**src/rtl/cla16_bist_if.sv**
```systemverilog
// ============================================================================
// Module      : cla16_bist_if
// Description : Operand/result/status bundle between cla16_bist and its adder
//               plus controller.
// Revision    : 1.0
// ============================================================================
`default_nettype none

interface cla16_bist_if;
    logic        start;
    logic [15:0] dut_x;
    logic [15:0] dut_y;
    logic [15:0] dut_z;
    logic        dut_carry;
    logic        dut_zero;
    logic        dut_parity;
    logic        dut_sign;
    logic        dut_overflow;
    logic        busy;
    logic        done;
    logic        pass;
    logic [15:0] fail_count;
    logic [15:0] first_fail_idx;

    // BIST engine side
    modport master (
        input  start, dut_z, dut_carry, dut_zero, dut_parity, dut_sign, dut_overflow,
        output dut_x, dut_y, busy, done, pass, fail_count, first_fail_idx
    );

    // Adder and controller side
    modport slave (
        output start, dut_z, dut_carry, dut_zero, dut_parity, dut_sign, dut_overflow,
        input  dut_x, dut_y, busy, done, pass, fail_count, first_fail_idx
    );
endinterface

`default_nettype wire

```
**src/rtl/cla16_bist.sv**
```systemverilog
// ============================================================================
// Module      : cla16_bist
// Description : Self-test engine for the 16-bit CLA adder: 6 corner vectors
//               then NUM_VECTORS LFSR vectors, one compare per clock.
// Revision    : 1.0
// ============================================================================
`default_nettype none

module cla16_bist #(
    parameter int          NUM_VECTORS = 1024,
    parameter logic [15:0] SEED_X      = 16'hACE1,
    parameter logic [15:0] SEED_Y      = 16'h1D2B
) (
    input  logic          clk,
    input  logic          rst,
    cla16_bist_if.master  bus
);

    localparam logic [1:0]  S_IDLE = 2'd0;
    localparam logic [1:0]  S_RUN  = 2'd1;
    localparam logic [1:0]  S_DONE = 2'd2;

    localparam logic [15:0] C_LAST_IDX   = 16'(NUM_VECTORS + 5);
    localparam logic [15:0] C_LFSR_TAPS  = 16'hB400;
    localparam logic [15:0] C_FIRST_RAND = 16'd6;

    function automatic logic [15:0] lfsr_step(input logic [15:0] l);
        return {1'b0, l[15:1]} ^ (l[0] ? C_LFSR_TAPS : 16'h0000);
    endfunction

    logic [1:0]  r_state;
    logic [15:0] r_idx;
    logic [15:0] r_x;
    logic [15:0] r_y;
    logic [15:0] r_lfsr_x;
    logic [15:0] r_lfsr_y;
    logic [15:0] r_fail_count;
    logic [15:0] r_first_fail;
    logic        r_pass;

    logic [16:0] w_sum;
    logic [15:0] w_z;
    logic        w_overflow;
    logic        w_mismatch;
    logic [15:0] w_fail_next;
    logic [15:0] w_idx_next;
    logic [15:0] w_dir_x;
    logic [15:0] w_dir_y;

    // Reference model for the operands currently presented to the adder
    assign w_sum      = {1'b0, r_x} + {1'b0, r_y};
    assign w_z        = w_sum[15:0];
    assign w_overflow = (r_x[15] == r_y[15]) && (w_z[15] != r_x[15]);
    assign w_mismatch = (bus.dut_z        != w_z)
                     || (bus.dut_carry    != w_sum[16])
                     || (bus.dut_zero     != (w_z == 16'h0000))
                     || (bus.dut_parity   != ~^w_z)
                     || (bus.dut_sign     != w_z[15])
                     || (bus.dut_overflow != w_overflow);

    assign w_fail_next = (w_mismatch && (r_fail_count != 16'hFFFF))
                       ? r_fail_count + 16'd1 : r_fail_count;
    assign w_idx_next  = r_idx + 16'd1;

    always_comb begin
        w_dir_x = 16'h0000;
        w_dir_y = 16'h0000;
        case (w_idx_next)
            16'd1:   begin w_dir_x = 16'h00FF; w_dir_y = 16'hFF00; end
            16'd2:   begin w_dir_x = 16'h0F0F; w_dir_y = 16'hF0F0; end
            16'd3:   begin w_dir_x = 16'hFFFF; w_dir_y = 16'h0001; end
            16'd4:   begin w_dir_x = 16'h7FFF; w_dir_y = 16'h0001; end
            16'd5:   begin w_dir_x = 16'h8000; w_dir_y = 16'h8000; end
            default: begin w_dir_x = 16'h0000; w_dir_y = 16'h0000; end
        endcase
    end

    always_ff @(posedge clk) begin
        if (rst) begin
            r_state      <= S_IDLE;
            r_idx        <= 16'h0000;
            r_x          <= 16'h0000;
            r_y          <= 16'h0000;
            r_lfsr_x     <= 16'h0000;
            r_lfsr_y     <= 16'h0000;
            r_fail_count <= 16'h0000;
            r_first_fail <= 16'h0000;
            r_pass       <= 1'b0;
        end else begin
            case (r_state)
                S_IDLE: begin
                    if (bus.start) begin
                        r_state      <= S_RUN;
                        r_idx        <= 16'h0000;
                        r_x          <= 16'h0000;
                        r_y          <= 16'h0000;
                        r_lfsr_x     <= SEED_X;
                        r_lfsr_y     <= SEED_Y;
                        r_fail_count <= 16'h0000;
                        r_first_fail <= 16'h0000;
                        r_pass       <= 1'b0;
                    end
                end
                S_RUN: begin
                    r_fail_count <= w_fail_next;
                    if (w_mismatch && (r_fail_count == 16'h0000)) begin
                        r_first_fail <= r_idx;
                    end
                    if (r_idx == C_LAST_IDX) begin
                        // Resolve pass here so it is already valid during DONE
                        r_state <= S_DONE;
                        r_pass  <= (w_fail_next == 16'h0000);
                    end else begin
                        r_idx <= w_idx_next;
                        if (w_idx_next >= C_FIRST_RAND) begin
                            r_x      <= r_lfsr_x;
                            r_y      <= r_lfsr_y;
                            r_lfsr_x <= lfsr_step(r_lfsr_x);
                            r_lfsr_y <= lfsr_step(r_lfsr_y);
                        end else begin
                            r_x <= w_dir_x;
                            r_y <= w_dir_y;
                        end
                    end
                end
                S_DONE: begin
                    r_state <= S_IDLE;
                end
                default: begin
                    r_state <= S_IDLE;
                end
            endcase
        end
    end

    assign bus.dut_x          = r_x;
    assign bus.dut_y          = r_y;
    assign bus.busy           = (r_state == S_RUN);
    assign bus.done           = (r_state == S_DONE);
    assign bus.pass           = r_pass;
    assign bus.fail_count     = r_fail_count;
    assign bus.first_fail_idx = r_first_fail;

endmodule

`default_nettype wire
```
**src/flat_wrapper.sv**
```systemverilog
// flat-port wrapper written by rule: the top's interface ports become plain ports
module cla16_bist_flat 
#(
    parameter int          NUM_VECTORS = 1024,
    parameter logic [15:0] SEED_X      = 16'hACE1,
    parameter logic [15:0] SEED_Y      = 16'h1D2B
)
  (clk, rst, bus_start, bus_dut_z, bus_dut_carry, bus_dut_zero, bus_dut_parity, bus_dut_sign, bus_dut_overflow, bus_dut_x, bus_dut_y, bus_busy, bus_done, bus_pass, bus_fail_count, bus_first_fail_idx);
  cla16_bist_if bus_i ();
  input  logic clk;
  input  logic rst;
  input wire logic [$bits(bus_i.start)-1:0] bus_start;
  input wire logic [$bits(bus_i.dut_z)-1:0] bus_dut_z;
  input wire logic [$bits(bus_i.dut_carry)-1:0] bus_dut_carry;
  input wire logic [$bits(bus_i.dut_zero)-1:0] bus_dut_zero;
  input wire logic [$bits(bus_i.dut_parity)-1:0] bus_dut_parity;
  input wire logic [$bits(bus_i.dut_sign)-1:0] bus_dut_sign;
  input wire logic [$bits(bus_i.dut_overflow)-1:0] bus_dut_overflow;
  output wire logic [$bits(bus_i.dut_x)-1:0] bus_dut_x;
  output wire logic [$bits(bus_i.dut_y)-1:0] bus_dut_y;
  output wire logic [$bits(bus_i.busy)-1:0] bus_busy;
  output wire logic [$bits(bus_i.done)-1:0] bus_done;
  output wire logic [$bits(bus_i.pass)-1:0] bus_pass;
  output wire logic [$bits(bus_i.fail_count)-1:0] bus_fail_count;
  output wire logic [$bits(bus_i.first_fail_idx)-1:0] bus_first_fail_idx;
  assign bus_i.start = bus_start;
  assign bus_i.dut_z = bus_dut_z;
  assign bus_i.dut_carry = bus_dut_carry;
  assign bus_i.dut_zero = bus_dut_zero;
  assign bus_i.dut_parity = bus_dut_parity;
  assign bus_i.dut_sign = bus_dut_sign;
  assign bus_i.dut_overflow = bus_dut_overflow;
  assign bus_dut_x = bus_i.dut_x;
  assign bus_dut_y = bus_i.dut_y;
  assign bus_busy = bus_i.busy;
  assign bus_done = bus_i.done;
  assign bus_pass = bus_i.pass;
  assign bus_fail_count = bus_i.fail_count;
  assign bus_first_fail_idx = bus_i.first_fail_idx;
  cla16_bist #(.NUM_VECTORS(NUM_VECTORS), .SEED_X(SEED_X), .SEED_Y(SEED_Y)) u_core (.clk(clk), .rst(rst), .bus(bus_i));
endmodule
```
**config.mk**
```make
export PLATFORM = sky130hd
export DESIGN_NAME = cla16_bist_flat
export DESIGN_NICKNAME = d
export VERILOG_FILES = /design/src/rtl/cla16_bist_if.sv /design/src/rtl/cla16_bist.sv /design/src/flat_wrapper.sv
export SDC_FILE = /design/constraint.sdc
export NUM_CORES = 1
export LEC_CHECK = 0
export ABC_AREA = 1
export CAP_MARGIN = 5
export CORE_ASPECT_RATIO = 1.4
export CORE_MARGIN = 2
export CORE_UTILIZATION = 45
export CTS_CLUSTER_DIAMETER = 120
export DETAILED_ROUTE_END_ITERATION = 7
export DONT_BUFFER_PORTS = 1
export PLACE_DENSITY = 0.65
export SLEW_MARGIN = 5
export SYNTH_ARGS = -nofsm -noshare
export SYNTH_HDL_FRONTEND = slang
export SYNTH_SLANG_ARGS = --single-unit
```
**constraint.sdc**
```tcl
create_clock -name clk -period 5.5 [get_ports clk]
set_clock_uncertainty 0.05 [all_clocks]
set_input_delay 0.825 -clock clk [delete_from_list [all_inputs] [get_ports clk]]
set_output_delay 0.825 -clock clk [all_outputs]
set_load 0.1 [all_outputs]
```
* Word level (Yosys, flattened, before mapping)
Index checks and enable logic that the tools add are counted.
** Word-level totals
- Flip-flop bits (word level) :: 115
- Input bits :: 24
- Word-level logic and storage cells :: 89
- Output and inout bits :: 67
** Operators by class
- Add/sub/neg operators :: 3
- Bitwise gates (word level) :: 2
- Equal/unequal tests :: 22
- Reductions and logical operators :: 21
- Order comparisons :: 1
- Multiplexer cells :: 31
** Operator list (count)
- 2-to-1 mux 16 bit :: 16
- one-hot mux 16 bit (2 select lines) :: 7
- one-hot mux 16 bit (5 select lines) :: 1
- one-hot mux 16 bit (4 select lines) :: 1
- logical NOT 16 bit :: 3
- adder 16 x 1 -> 16 bit, second input constant :: 2
- == test 16 x 2 -> 1 bit, second input constant :: 2
- == test 16 x 3 -> 1 bit, second input constant :: 2
- XOR 15 x 16 -> 16 bit :: 2
- adder 16 x 16 -> 17 bit :: 1
- == test 16 x 1 -> 1 bit, second input constant :: 1
- == test 16 x 11 -> 1 bit, second input constant :: 1
- greater-or-equal comparator 16 x 3 -> 1 bit, second input constant :: 1
- inequality test 16 bit :: 1
- inequality test 16 bit, second input constant :: 1
- XNOR reduction 16 bit :: 1
- AND reduction 3 bit :: 3
- inequality test 1 bit :: 6
- inequality test 2 x 1 -> 1 bit, second input constant :: 3
- logical OR 1 bit :: 5
- 2-to-1 mux 2 bit :: 2
- inequality test 2 bit, second input constant :: 2
- one-hot mux 2 bit (2 select lines) :: 1
- AND reduction 2 bit :: 2
- 10 further kinds :: 13

* Depth between registers and ports, before layout
Gate-level depths: netlist of run 1.
- Depth in word-level cells :: 12
- Depth in mapped cells :: 37
- Mapped depth without buffers :: 35

* Least setup slack after synthesis of run 1
No wires, ideal clock.
- Path type :: register to register
- From :: register u_core.r_x[0], in the netlist u_core.bus.dut_x[0]
- To :: register u_core.r_pass, in the netlist u_core.bus.pass
- Arrival time :: 4.516 ns
- Path slack :: 0.862 ns
- Stages on the path, launching flop included :: 37
- Setup time :: 0.072 ns
- Buffers on the path :: 2
- Data required time :: 5.378 ns
- Clock period less this slack :: 4.638 ns
- Path through :: dfxtp_1 ha_1 inv_1 fa_1 inv_1 nand2_1 nand2_1 nand3_1 nand2_1 nand3b_1 nand3b_1 nand2_1 ha_1 clkbuf_1 nand2_1 inv_1 nor2_1 nand2_1 nand2_1 nand2_1 nand3_1 nand2_1 nand3_1 nor2_1 nand4_1 nor2_1 nand3_2 buf_2 nand2_1 nand2_1 nand2_1 nand2_1 nor2_1 nand2_1 nor2_1 nand2_1 a21oi_1
** Between the ends
- Word-level cells in the longest chain between the ends :: 12
- Elaborated cells on any way between the ends :: 21
- Those cells by class :: add/sub: 1; eq/ne: 7; mux: 3; reduce/logical: 10
** RTL lines
- start, declared :: line cla16_bist.sv:33 : logic [15:0] r_x;
- start signal, assigned :: line cla16_bist.sv:116 : r_x <= r_lfsr_x;
- start signal, assigned :: line cla16_bist.sv:121 : r_x <= w_dir_x;
- adder 16 x 16 -> 17 bit (*) :: line cla16_bist.sv:51 : assign w_sum = {1'b0, r_x} + {1'b0, r_y};
- inequality test 16 bit, or another cell as far along :: line cla16_bist.sv:54 : assign w_mismatch = (bus.dut_z != w_z)
- logical OR 1 bit / inequality test 1 bit (equally long branches) :: line cla16_bist.sv:55, cla16_bist.sv:56
- logical OR 1 bit :: line cla16_bist.sv:56 : || (bus.dut_zero != (w_z == 16'h0000))
- logical OR 1 bit :: line cla16_bist.sv:57 : || (bus.dut_parity != ~^w_z)
- logical OR 1 bit :: line cla16_bist.sv:58 : || (bus.dut_sign != w_z[15])
- logical OR 1 bit (*) :: line cla16_bist.sv:59 : || (bus.dut_overflow != w_overflow);
- logical AND 1 bit (*) :: line cla16_bist.sv:61 : assign w_fail_next = (w_mismatch && (r_fail_count != 16'hFFFF))
- 2-to-1 mux 16 bit (*) :: line cla16_bist.sv:62 : ? r_fail_count + 16'd1 : r_fail_count;
- logical NOT 16 bit (*) :: line cla16_bist.sv:112 : r_pass <= (w_fail_next == 16'h0000);
- 2-to-1 mux 1 bit (*) :: line cla16_bist.sv:109 : if (r_idx == C_LAST_IDX) begin
- one-hot mux 1 bit (2 select lines) (*) :: line cla16_bist.sv:90 : case (r_state)
- end signal, assigned :: line cla16_bist.sv:112
- end, declared :: line cla16_bist.sv:39 : logic r_pass;
Mark *: on every way between the ends. The rest lies on a longest branch, timed or not. The select of a mux whose other input is x is not followed.
A chain may end at the register's enable or synchronous reset.

* Worst setup path in the final report of run 1
- From :: register u_core.r_y[0], in the netlist u_core.bus.dut_y[0]
- To :: register u_core.r_first_fail[3], in the netlist u_core.bus.first_fail_idx[3]
** Between the ends
- Word-level cells in the longest chain between the ends :: 10
- Elaborated cells on any way between the ends :: 19
- Those cells by class :: add/sub: 1; eq/ne: 8; reduce/logical: 10
** RTL lines
- start, declared :: line cla16_bist.sv:34 : logic [15:0] r_y;
- start signal, assigned :: line cla16_bist.sv:117 : r_y <= r_lfsr_y;
- start signal, assigned :: line cla16_bist.sv:122 : r_y <= w_dir_y;
- adder 16 x 16 -> 17 bit (*) :: line cla16_bist.sv:51
- inequality test 16 bit, or another cell as far along :: line cla16_bist.sv:54
- logical OR 1 bit / inequality test 1 bit (equally long branches) :: line cla16_bist.sv:55, cla16_bist.sv:56
- logical OR 1 bit :: line cla16_bist.sv:56
- logical OR 1 bit :: line cla16_bist.sv:57
- logical OR 1 bit :: line cla16_bist.sv:58
- logical OR 1 bit (*) :: line cla16_bist.sv:59
- logical AND 1 bit (*) :: line cla16_bist.sv:106 : if (w_mismatch && (r_fail_count == 16'h0000)) begin
- inequality test 2 x 1 -> 1 bit (no source line) (*)
- AND reduction 3 bit (no source line) (*)
- end signal, assigned :: line cla16_bist.sv:107 : r_first_fail <= r_idx;
- end, declared :: line cla16_bist.sv:38 : logic [15:0] r_first_fail;
Mark *: on every way between the ends. The rest lies on a longest branch, timed or not.

==> summary.txt, run 1 <==
Floorplan
  – Row Count: 55
  – Top Ports: 91
  – Die Wd: 113 um
  – Core Area: 16,200 um2
  – DIE AREA: 17,800 um2
  – Starting Density: 0.463
  – Die Y: 157 um

Synthesis
  – Top_reg_cell synth: dfxtp_1
  – Post-synth net total: 1,238
  – Avg Inst Size Synth: 6.37 um2
  – Cell variety after synth: 46
  – Top-area cell type share of the netlist area: 0.306
  – Async set or reset register ratio after synthesis: 0
  – Cell Area, Synth: 7520 um2
  – Count of flip-flops with a built-in enable after synthesis: 0
  – #FFs+latches synth: 115
  – Syn Inst Count: 1,181
  – Post-synth top area cell: dfxtp_1
  – Sequential share of the synthesized area: 0.306
  – Synth top area cells: dfxtp_1 31%, nand2_1 17%, inv_1 7.6%
  – Commonest cells in the netlist: 346 x nand2_1, 152 x inv_1, 115 x dfxtp_1
  – Yosys Warn Count: 0
  – Most instantiated library cell after synthesis: nand2_1

Clock tree
  – Sinks on Clock Net: 115
  – Cts-stage hold buffer count: 0
  – H-tree depth: 4
  – Clock root cell: clkbuf_16
  – Clk slew on worst S/H paths: 0.07 ns
  – CTS tree: built
  – Post-CTS Setup Bufs: 0
  – Post-cts resize count: 0
  – Num CTS Buffers: 17
  – Clock Latency Late Sink: 0.42 ns
  – Clk buf depth: 2

Placement
  – I/O Buffers: 0
  – Inst Count DP: 1,384
  – Placed instance area: 7900 um2
  – RD Place Congestion: 0.924
  – Post-DP HPWL: 16.6 mm

Outcome
  – Failing checks: DRC
  – Status: finished with violations

Run
  – Max cap viols: 0

Timing
  – Crit path time final: 4.72 ns
  – Unrepaired setup endpoints after global routing: no
  – Share of the cycle needed by the critical path after routing: 0.858
  – Worst relative slew slack: 0.233
  – Max Freq: 212 MHz
  – Final setup TNS: 0 ns
  – Final setup fails: 0
  – Fin. Hold Viols: 0
  – Slew Limit Fails: 0
  – Worst Hold Margin: 0.418 ns
  – Worst slew pin tran: 1.15 ns

Layout
  – Post-layout nets: 1,261
  – ANT cells: 0
  – Finished Cell Area: 8510 um2
  – Share of cells above drive strength 1: 0.0953
  – Non-Filler Instances: 1,416
  – Area Overhead vs Synth: 13.2%

Drt
  – Via Count: 7,450
  – First drt pass iteration count: 7
  – Post-route ant nets: 0
  – Wire per inst: 15.1 um
  – Initial DRC count: 380
  – DRC: 7
  – Via density: 5.26
  – Final wirelength: 21.4 mm

Setup path
  – Worst setup EP type: flip-flop
  – Crit Path Max Fanout: 17
  – Crit Reg-Reg Startpoint: u_core.bus.dut_y[0]$_SDFFE_PP0P_
  – CP Launch Type: flip-flop
  – Crit Path Category: reg -> reg
  – R2r endpoint: u_core.bus.first_fail_idx[3]$_SDFFE_PP0P_
  – R2R setup slack: 0.78 ns
  – Worst EP arrival: 5.02 ns
  – CP required: 5.80 ns
  – Worst setup path end: u_core.bus.first_fail_idx[3]$_SDFFE_PP0P_
  – Worst setup startpoint: u_core.bus.dut_y[0]$_SDFFE_PP0P_
  – R2R depth: 27

Worst hold path
  – Hold Path Class: reg -> reg

Power and ir drop
  – Max rail drop VDD: 0.240 mV
  – P per Cell Area: 316 nW/um2
  – P_leak: 4.01 nW

Global routing
  – Largest net degree at the start of global routing: 54
  – First-pass GRT wire length: 35.0 mm
  – Initial antenna violation count: 0
  – Vias in the first global route: 7,100
  – Overall routing resource usage: 0.243
  – Total global routing overflow: 0
-- kinds of logic after synthesis --
kind of cell,after synthesis,synth area share
simple gates,618,0.358
buf+inv,202,0.104
flops,115,0.306
compound gates,184,0.142
xor+xnor,29,0.0338
fa+ha+maj,33,0.0559
-- report_power, final --
group	switching, mW	internal, mW
sequential	0.118	0.882
clock	0.454	0.689
combinational	0.387	0.164
-- state kept, by name, summed over array words and instances, names as in the netlist --
signal	count
u_core.bus.dut_x	16
u_core.bus.dut_y	16
u_core.bus.fail_count	16
u_core.bus.first_fail_idx	16
u_core.bus.pass	1
u_core.r_idx	16
u_core.r_lfsr_x	16
u_core.r_lfsr_y	16
u_core.r_state	2
-- worst min path at each step --
| stage | start | to | depth (start not counted) |
|---|---|---|---|
| 2_1_floorplan | u_core.r_lfsr_x[6]$_SDFFE_PP0P_ | u_core.r_lfsr_x[5]$_SDFFE_PP0P_ | 2 |
| 3_3_place_gp | u_core.r_lfsr_x[7]$_SDFFE_PP0P_ | u_core.r_lfsr_x[6]$_SDFFE_PP0P_ | 2 |
| 3_5_place_dp | u_core.r_lfsr_x[7]$_SDFFE_PP0P_ | u_core.r_lfsr_x[6]$_SDFFE_PP0P_ | 2 |
| 4_1_cts | rst | u_core.bus.fail_count[7]$_SDFFE_PP0P_ | 1 |
| 5_1_grt | rst | u_core.bus.fail_count[10]$_SDFFE_PP0P_ | 1 |
| 6_report | u_core.r_lfsr_x[7]$_SDFFE_PP0P_ | u_core.r_lfsr_x[6]$_SDFFE_PP0P_ | 2 |
-- metrics by stage --
| step | power [mW] | setup slack, ns | util |
|---|---|---|---|
| after floorplan | 1.45 | 0.862 | - |
| after global placement | 1.56 | 0.841 | 0.487 |
| after detailed placement | 1.57 | 0.729 | 0.487 |
| after CTS | 2.71 | 0.700 | 0.524 |
| after global routing | 2.81 | 0.159 | 0.524 |
| final | 2.69 | 0.783 | 0.524 |
-- metal layers --
| metal | global-route usage | share of wire | up-vias |
|---|---|---|---|
| li1 | - | - | 3894 |
| met1 | 0.269 | 0.41 | 3386 |
| met2 | 0.464 | 0.53 | 142 |
| met3 | 0.0481 | 0.048 | 28 |
| met4 | 0.0761 | 0.016 | 0 |
| met5 | 0 | 0 | - |
-- layout make-up --
class | count | area, um2
Fill cell | 1647 | 7730
Multi-Input combinational cell | 864 | 4440
Sequential cell | 115 | 2300
Inverter | 168 | 631
Clock buffer | 17 | 425
Timing Repair Buffer | 38 | 285
Tap cell | 199 | 249
Clock inverter | 15 | 185
-- worst max-delay path, stage by stage (launching register included) --
cell and delay [ns]:
dfxtp_1 0.33, ha_1 0.21, inv_1 0.07, fa_1 0.38
inv_1 0.10, nand2_1 0.09, nand2_1 0.11, nand3_1 0.12
nand2_1 0.16, nand3b_1 0.13, nand3b_1 0.13, nand2_1 0.08
ha_1 0.38, xnor2_1 0.24, nand3_1 0.09, nand2_1 0.10
inv_1 0.04, nand2_1 0.06, nand3_1 0.06, nor2_1 0.10
nand3_1 0.10, nor3_1 0.16, nand4_1 0.26, nand4_1 0.19
nand2_1 0.33, inv_2 0.35, a21oi_1 0.08, nor2_1 0.12
-- layout by cell type, fill, tap and decap left out, types with 22 or more instances in the layout --
| master | netlist | routed |
|---|---|---|
| ha_1 | 32 | 32 |
| o21ai_0 | 44 | 44 |
| nand3_1 | 104 | 104 |
| nor2_1 | 96 | 95 |
| inv_1 | 152 | 152 |
| a21oi_1 | 79 | 79 |
| nand2_1 | 346 | 346 |
| buf_4 | 3 | 38 |
| nand4_1 | 22 | 22 |
| dfxtp_1 | 115 | 115 |
Note: power is estimated with default switching activity, not from simulation.
==> run 2, diff against run 1 <==
--- a/config.mk
+++ b/config.mk
@@ -10,10 +10,11 @@
 export CORE_ASPECT_RATIO = 1.4
 export CORE_MARGIN = 2
 export CORE_UTILIZATION = 45
+export CTS_BUF_LIST = sky130_fd_sc_hd__clkbuf_4 sky130_fd_sc_hd__clkbuf_8 sky130_fd_sc_hd__clkbuf_16
 export CTS_CLUSTER_DIAMETER = 120
 export DETAILED_ROUTE_END_ITERATION = 7
 export DONT_BUFFER_PORTS = 1
-export PLACE_DENSITY = 0.65
+export PLACE_DENSITY = 0.67
 export SLEW_MARGIN = 5
 export SYNTH_ARGS = -nofsm -noshare
 export SYNTH_HDL_FRONTEND = slang
==> constraint.sdc (replaced) <==
create_clock -name clk -period 4.1 [get_ports clk]
set_clock_uncertainty 0.05 [all_clocks]
set_input_delay 0.615 -clock clk [delete_from_list [all_inputs] [get_ports clk]]
set_output_delay 0.615 -clock clk [all_outputs]
set_load 0.1 [all_outputs]
==> summary.txt, run 2 (synthesis gave the netlist of run 1 again) <==
Placement
  – Post-DP HPWL: 17.6 mm
  – I/O Buffers: 0
  – RD Place Congestion: 0.933

Timing
  – Max Freq: 258 MHz
  – Slew Limit Fails: 0
  – Unrepaired setup endpoints after global routing: yes
  – Fin. Hold Viols: 0
  – Share of the cycle needed by the critical path after routing: 0.944
  – Crit path time final: 3.87 ns
  – Final setup TNS: 0 ns
  – Final setup fails: 0
  – Worst slew pin tran: 1.10 ns
  – Worst relative slew slack: 0.268
  – Worst Hold Margin: 0.215 ns

Run
  – Max cap viols: 0

Drt
  – First drt pass iteration count: 7
  – Initial DRC count: 545
  – Via Count: 7,937
  – Post-route ant nets: 0
  – DRC: 8
  – Via density: 5.34
  – Wire per inst: 15.8 um
  – Final wirelength: 23.5 mm

Power and ir drop
  – Max rail drop VDD: 0.435 mV
  – P_leak: 4.43 nW
  – P per Cell Area: 387 nW/um2

Setup path
  – Critical path's slowest cell: dfxtp_4
  – R2r endpoint: u_core.bus.first_fail_idx[13]$_SDFFE_PP0P_
  – Buf+Inv Stages, Crit Path: 6
  – Crit Path Max Fanout: 8
  – Crit Reg-Reg Startpoint: u_core.bus.dut_x[1]$_SDFFE_PP0P_
  – Max stage delay on crit path: 0.34 ns
  – R2R setup slack: 0.23 ns
  – Top cell by count, worst path: nand2_1
  – CP required: 4.40 ns
  – R2R depth: 27
  – Crit Path Category: reg -> reg
  – Worst EP arrival: 4.17 ns
  – CP Launch Type: flip-flop
  – Worst setup EP type: flip-flop
  – CP top delay family: simple AND/OR/NAND/NOR gates

Layout
  – Most common cell after layout, fill and taps aside: nand2_1
  – ANT cells: 0
  – Most frequent cells in the layout: 321 x nand2_1, 147 x inv_1, 103 x buf_4, 95 x nand3_1, 87 x nor2_1
  – Share of cells above drive strength 1: 0.226
  – Post-layout nets: 1,332
  – Area Overhead vs Synth: 26.4%

Clock tree
  – Sinks on Clock Net: 115
  – Num CTS Buffers: 17
  – Cts-stage hold buffer count: 0
  – Clock root cell: clkbuf_16
  – H-tree depth: 4
  – Clk buf depth: 2
  – CTS tree: built
  – Clock Latency Late Sink: 0.42 ns
  – Clk slew on worst S/H paths: 0.06 ns

Worst hold path
  – Worst hold start: rst
  – Hold Path Depth: 1
  – Hold Path Class: in -> reg
  – Hold EP: u_core.bus.fail_count[2]$_SDFFE_PP0P_

Outcome
  – Failing checks: DRC
  – Status: finished with violations

Floorplan
  – Die Wd: 113 um
  – Row Count: 55
  – Top Ports: 91
  – Core Area: 16,200 um2
  – Starting Density: 0.463
  – Die Y: 157 um
  – DIE AREA: 17,800 um2

Global routing
  – Largest net degree at the start of global routing: 54
  – First-pass GRT wire length: 36.3 mm
  – Total global routing overflow: 0
  – Vias in the first global route: 7,501
  – Overall routing resource usage: 0.258
  – Initial antenna violation count: 0
[run 2: changes by cell type in the layout (fill, tap and decap cells not counted), sizes merged]
cell,change
buf,+68
bufinv,-1
clkbuf,+2
clkinv,+3
clkinvlp,+2
inv,-3
[run 2: stage by stage]
stage / area [um2] / std cells / power [mW] / setup WS [ns] / util
floorplan: 7570 / 1181 / 1.95 / 0.0275 / -
global placement: 8470 / 1449 / 2.15 / -0.0275 / 0.521
detailed placement: 8470 / 1449 / 2.16 / -0.0955 / 0.521
CTS: 9080 / 1481 / 3.60 / 0.000342 / 0.559
global route: 9510 / 1487 / 3.83 / -0.0842 / 0.585
finish: 9510 / 1487 / 3.68 / 0.229 / 0.585
[run 2: report_power, final]
group / total, mW / internal [mW] / switching [mW]
logic: 0.901 / 0.306 / 0.596
registers: 1.34 / 1.19 / 0.153
clock network: 1.44 / 0.850 / 0.586
[run 2: final cells by class]
cell class                      count  area (um2)
Sequential cell                   115        2350
Clock inverter                     15         150
Multi-Input combinational cell    864        4800
Timing Repair inverter              1        8.76
Tap cell                          199         249
Clock buffer                       17         425
Inverter                          168         643
Fill cell                        1578        6740
Timing Repair Buffer              108         875
[run 2: timing repair]
| action | CTS | global route |
|---|---|---|
| setup endpoints to repair | 19 | 31 |
| cloned | 0 | 4 |
| gates resized for setup | 8 | 93 |
| buffers inserted | 0 | 3 |
| pin swaps | 1 | 31 |
[run 2: how the worst max path moves through the flow]
stage,to,depth (start not counted),startpoint
after global routing,u_core.bus.pass$_SDFFE_PP0P_,35,u_core.bus.dut_x[0]$_SDFFE_PP0P_
after global placement,u_core.bus.pass$_SDFFE_PP0P_,34,u_core.bus.dut_y[0]$_SDFFE_PP0P_
after detailed placement,u_core.bus.pass$_SDFFE_PP0P_,35,u_core.bus.dut_y[0]$_SDFFE_PP0P_
after CTS,u_core.bus.pass$_SDFFE_PP0P_,31,u_core.bus.dut_y[0]$_SDFFE_PP0P_
final,u_core.bus.first_fail_idx[13]$_SDFFE_PP0P_,27,u_core.bus.dut_x[1]$_SDFFE_PP0P_
after floorplan,u_core.bus.pass$_SDFFE_PP0P_,34,u_core.bus.dut_x[0]$_SDFFE_PP0P_
[run 2: metal layers]
layer  GRT usage  routed length (um)  share of wire  vias to the layer above
met5           0                   0              0                        -
met3      0.0662                1420          0.061                       51
met4       0.116                 853          0.036                        0
met1       0.258                8720           0.37                     3631
met2       0.493               12500           0.53                      224
li1            -                   -              -                     4031
[run 2: worst reg2reg max path, stage by stage, from the launching register on]
cell and delay, ns:
dfxtp_4 0.34, buf_4 0.14, ha_1 0.29, nand3_1 0.10, nand2_1 0.10, buf_4 0.12, nand2_1 0.08, nand2_1 0.11
inv_1 0.05, ha_1 0.34, nand2_1 0.11, inv_1 0.04, nor2_1 0.09, nand2_1 0.13, nand2_2 0.13, nand2_1 0.07
nand3_1 0.09, nand3_2 0.07, nor2_1 0.08, nand3_1 0.09, nor3_2 0.16, nand4_1 0.24, nand4_1 0.23, nand2_4 0.12
clkbuf_16 0.19, clkinv_8 0.08, a21oi_4 0.04, nor2_1 0.13
==> run 3, diff against run 2 <==
--- a/config.mk
+++ b/config.mk
@@ -5,7 +5,6 @@
 export SDC_FILE = /design/constraint.sdc
 export NUM_CORES = 1
 export LEC_CHECK = 0
-export ABC_AREA = 1
 export CAP_MARGIN = 5
 export CORE_ASPECT_RATIO = 1.4
 export CORE_MARGIN = 2
==> summary.txt, run 3 <==
Outcome
  – Status: finished with violations
  – Failing checks: setup timing

Clock tree
  – Sinks on Clock Net: 115
  – Clock root cell: clkbuf_16
  – CTS tree: built
  – Clk buf depth: 2
  – Num CTS Buffers: 17
  – Cts-stage hold buffer count: 0
  – Clock Latency Late Sink: 0.42 ns
  – Clk slew on worst S/H paths: 0.06 ns
  – H-tree depth: 4

Timing
  – Final setup fails: 33
  – Unrepaired setup endpoints after global routing: yes
  – Share of the cycle needed by the critical path after routing: 1.17
  – Setup WS post-layout: -0.692 ns
  – Slew Limit Fails: 0
  – Fin. Hold Viols: 0
  – Worst slew pin tran: 1.10 ns
  – Max Freq: 209 MHz
  – Worst relative slew slack: 0.267
  – Crit path time final: 4.79 ns

Drt
  – Wire length on met2: 11.3 mm
  – DR WL met3: 1.12 mm
  – Via Count: 7,157
  – First drt pass iteration count: 5
  – Initial DRC count: 341
  – Final wirelength: 21.8 mm
  – Top layer in use: met4
  – Wire per inst: 17.9 um
  – DRC: 0
  – Post-route ant nets: 0
  – Wl on met1: 8.68 mm
  – Via density: 5.87

Worst hold path
  – Hold Path Class: in -> reg
  – Worst hold start: rst
  – Hold EP: u_core.bus.first_fail_idx[0]$_SDFFE_PP0P_
  – Hold Path Depth: 1

Synthesis
  – #FFs+latches synth: 115
  – Cell variety after synth: 81
  – Post-synth net total: 974
  – Async set or reset register ratio after synthesis: 0
  – Most instantiated library cell after synthesis: dfxtp_1
  – Count of flip-flops with a built-in enable after synthesis: 0
  – Avg Inst Size Synth: 7.82 um2
  – Synth top area cells: dfxtp_1 32%, ha_1 5.6%, o21ai_0 5.2%
  – Commonest cells in the netlist: 115 x dfxtp_1, 98 x nand2_1, 79 x nor2_1
  – Sequential share of the synthesized area: 0.321
  – Top-area cell type share of the netlist area: 0.321
  – Top_reg_cell synth: dfxtp_1
  – Yosys Warn Count: 0
  – Post-synth top area cell: dfxtp_1
  – Syn Inst Count: 917
  – Cell Area, Synth: 7170 um2

Setup path
  – Crit Path Max Fanout: 5
  – Top cell by count, worst path: xnor2_1
  – R2r endpoint: u_core.bus.fail_count[4]$_SDFFE_PP0P_
  – Max stage delay on crit path: 0.37 ns
  – Buf+Inv Stages, Crit Path: 3
  – Worst EP arrival: 5.07 ns
  – Crit-path cells: ha_4, inv_1, fa_2, nor2b_4, o31ai_4, a21o_1, and2_4, a311o_1, ha_4, xnor2_2, xnor2_1, xnor2_1, xnor2_1, o2111ai_2, nor4b_4, nand4bb_1, buf_6, nor4_4, buf_4, nor2_4, a31o_4, a311oi_2
  – R2R setup slack: -0.69 ns
  – R2R depth: 22
  – Worst setup EP type: flip-flop
  – CP Launch Type: flip-flop
  – Worst setup startpoint: u_core.bus.dut_x[0]$_SDFFE_PP0P_
  – Crit Path Category: reg -> reg
  – Critical path's slowest cell: nor4b_4
  – Crit Reg-Reg Startpoint: u_core.bus.dut_x[0]$_SDFFE_PP0P_
  – CP required: 4.38 ns
  – CP top delay family: compound AO/OA/AOI/OAI gates

Global routing
  – Overall routing resource usage: 0.254
  – First-pass GRT wire length: 35.4 mm
  – Initial antenna violation count: 0
  – Largest net degree at the start of global routing: 69
  – Vias in the first global route: 7,018
  – Total global routing overflow: 0

Placement
  – I/O Buffers: 0
  – Inst Count DP: 1,169
  – Post-DP HPWL: 15.5 mm
  – RD Place Congestion: 0.930

Layout
  – Fillers: 1,359
  – Non-Filler Instances: 1,219
  – Share of cells above drive strength 1: 0.304
  – Most common cell after layout, fill and taps aside: buf_4
  – Post-layout nets: 1,067
  – Most frequent cells in the layout: 132 x buf_4, 98 x nand2_1, 87 x dfxtp_1, 77 x nor2_1, 72 x o21ai_0
  – ANT cells: 0
  – Area Overhead vs Synth: 33.2%

Floorplan
  – Die Wd: 111 um
  – Die Y: 153 um
  – Row Count: 54
  – Core Area: 15,600 um2
  – Starting Density: 0.460
  – DIE AREA: 17,000 um2
  – Top Ports: 91

Power and ir drop
  – P per Cell Area: 353 nW/um2
  – Total power: 3.37 mW
  – Max rail drop VDD: 0.273 mV
  – P_leak: 3.79 nW

Run
  – Max cap viols: 0
[run 3: cells by family (layout without fill, tap and decap cells)]
group | after synthesis | in the layout | share of synthesized area
compound gates | 245 | 245 | 0.219
xor+xnor | 52 | 52 | 0.0754
fa+ha+maj | 33 | 33 | 0.0586
buf+inv | 87 | 192 | 0.0501
flops | 115 | 115 | 0.321
mux | 7 | 7 | 0.00977
simple gates | 378 | 379 | 0.266
[run 3: area by class of cell]
class,instances,area (um2),area share
clock inverter,15,185,0.0194
clock buffer,17,425,0.0445
multi-input combinational,716,5120,0.536
inverter,18,67.6,0.00707
tap,196,245,0.0257
timing repair buffer,142,1130,0.118
sequential,115,2380,0.249
[run 3: through the flow]
stage / TNS [ns] / setup slack [ns] / hold WS (ns) / cell area, um2 / utilization
final: -19.72 / -0.692 / 0.203 / 9550 / 0.612
after global routing: -27.37 / -0.928 / 0.191 / 9550 / 0.612
after CTS: -17.90 / -0.620 / 0.202 / 9310 / 0.596
after detailed placement: -25.36 / -0.902 / 0.401 / 8280 / 0.530
after global placement: -21.57 / -0.772 / 0.398 / 8280 / 0.530
after floorplan: -14.68 / -0.532 / 0.392 / 7360 / -
[run 3: worst max path at each step]
| stage | end | cells past startpoint |
|---|---|---|
| after detailed placement | u_core.bus.first_fail_idx[4]$_SDFFE_PP0P_ | 23 |
| after global routing | u_core.bus.fail_count[4]$_SDFFE_PP0P_ | 23 |
| after floorplan | u_core.bus.fail_count[10]$_SDFFE_PP0P_ | 19 |
| after global placement | u_core.bus.first_fail_idx[14]$_SDFFE_PP0P_ | 23 |
| after CTS | u_core.bus.first_fail_idx[1]$_SDFFE_PP0P_ | 22 |
| final | u_core.bus.fail_count[4]$_SDFFE_PP0P_ | 22 |
[run 3: timing repair]
| action | in CTS | in global routing |
|---|---|---|
| endpoints found under the setup margin | 33 | 33 |
| pin swaps | 47 | 32 |
| setup buffers | 16 | 2 |
| resized for setup | 48 | 46 |
| gates cloned | 3 | 0 |
[run 3: report_power, final]
| part | leakage (nW) | total [mW] | switching, mW | internal (mW) |
|---|---|---|---|---|
| logic | 2.54 | 0.655 | 0.403 | 0.252 |
| clock network | 0.299 | 1.52 | 0.598 | 0.925 |
| registers | 0.953 | 1.19 | 0.0404 | 1.15 |
[run 3: layer usage]
| metal | global-route usage | vias up |
|---|---|---|
| li1 | - | 3498 |
| met1 | 0.288 | 3437 |
| met2 | 0.461 | 173 |
| met3 | 0.0603 | 49 |
| met4 | 0.0929 | 0 |
| met5 | 0 | - |
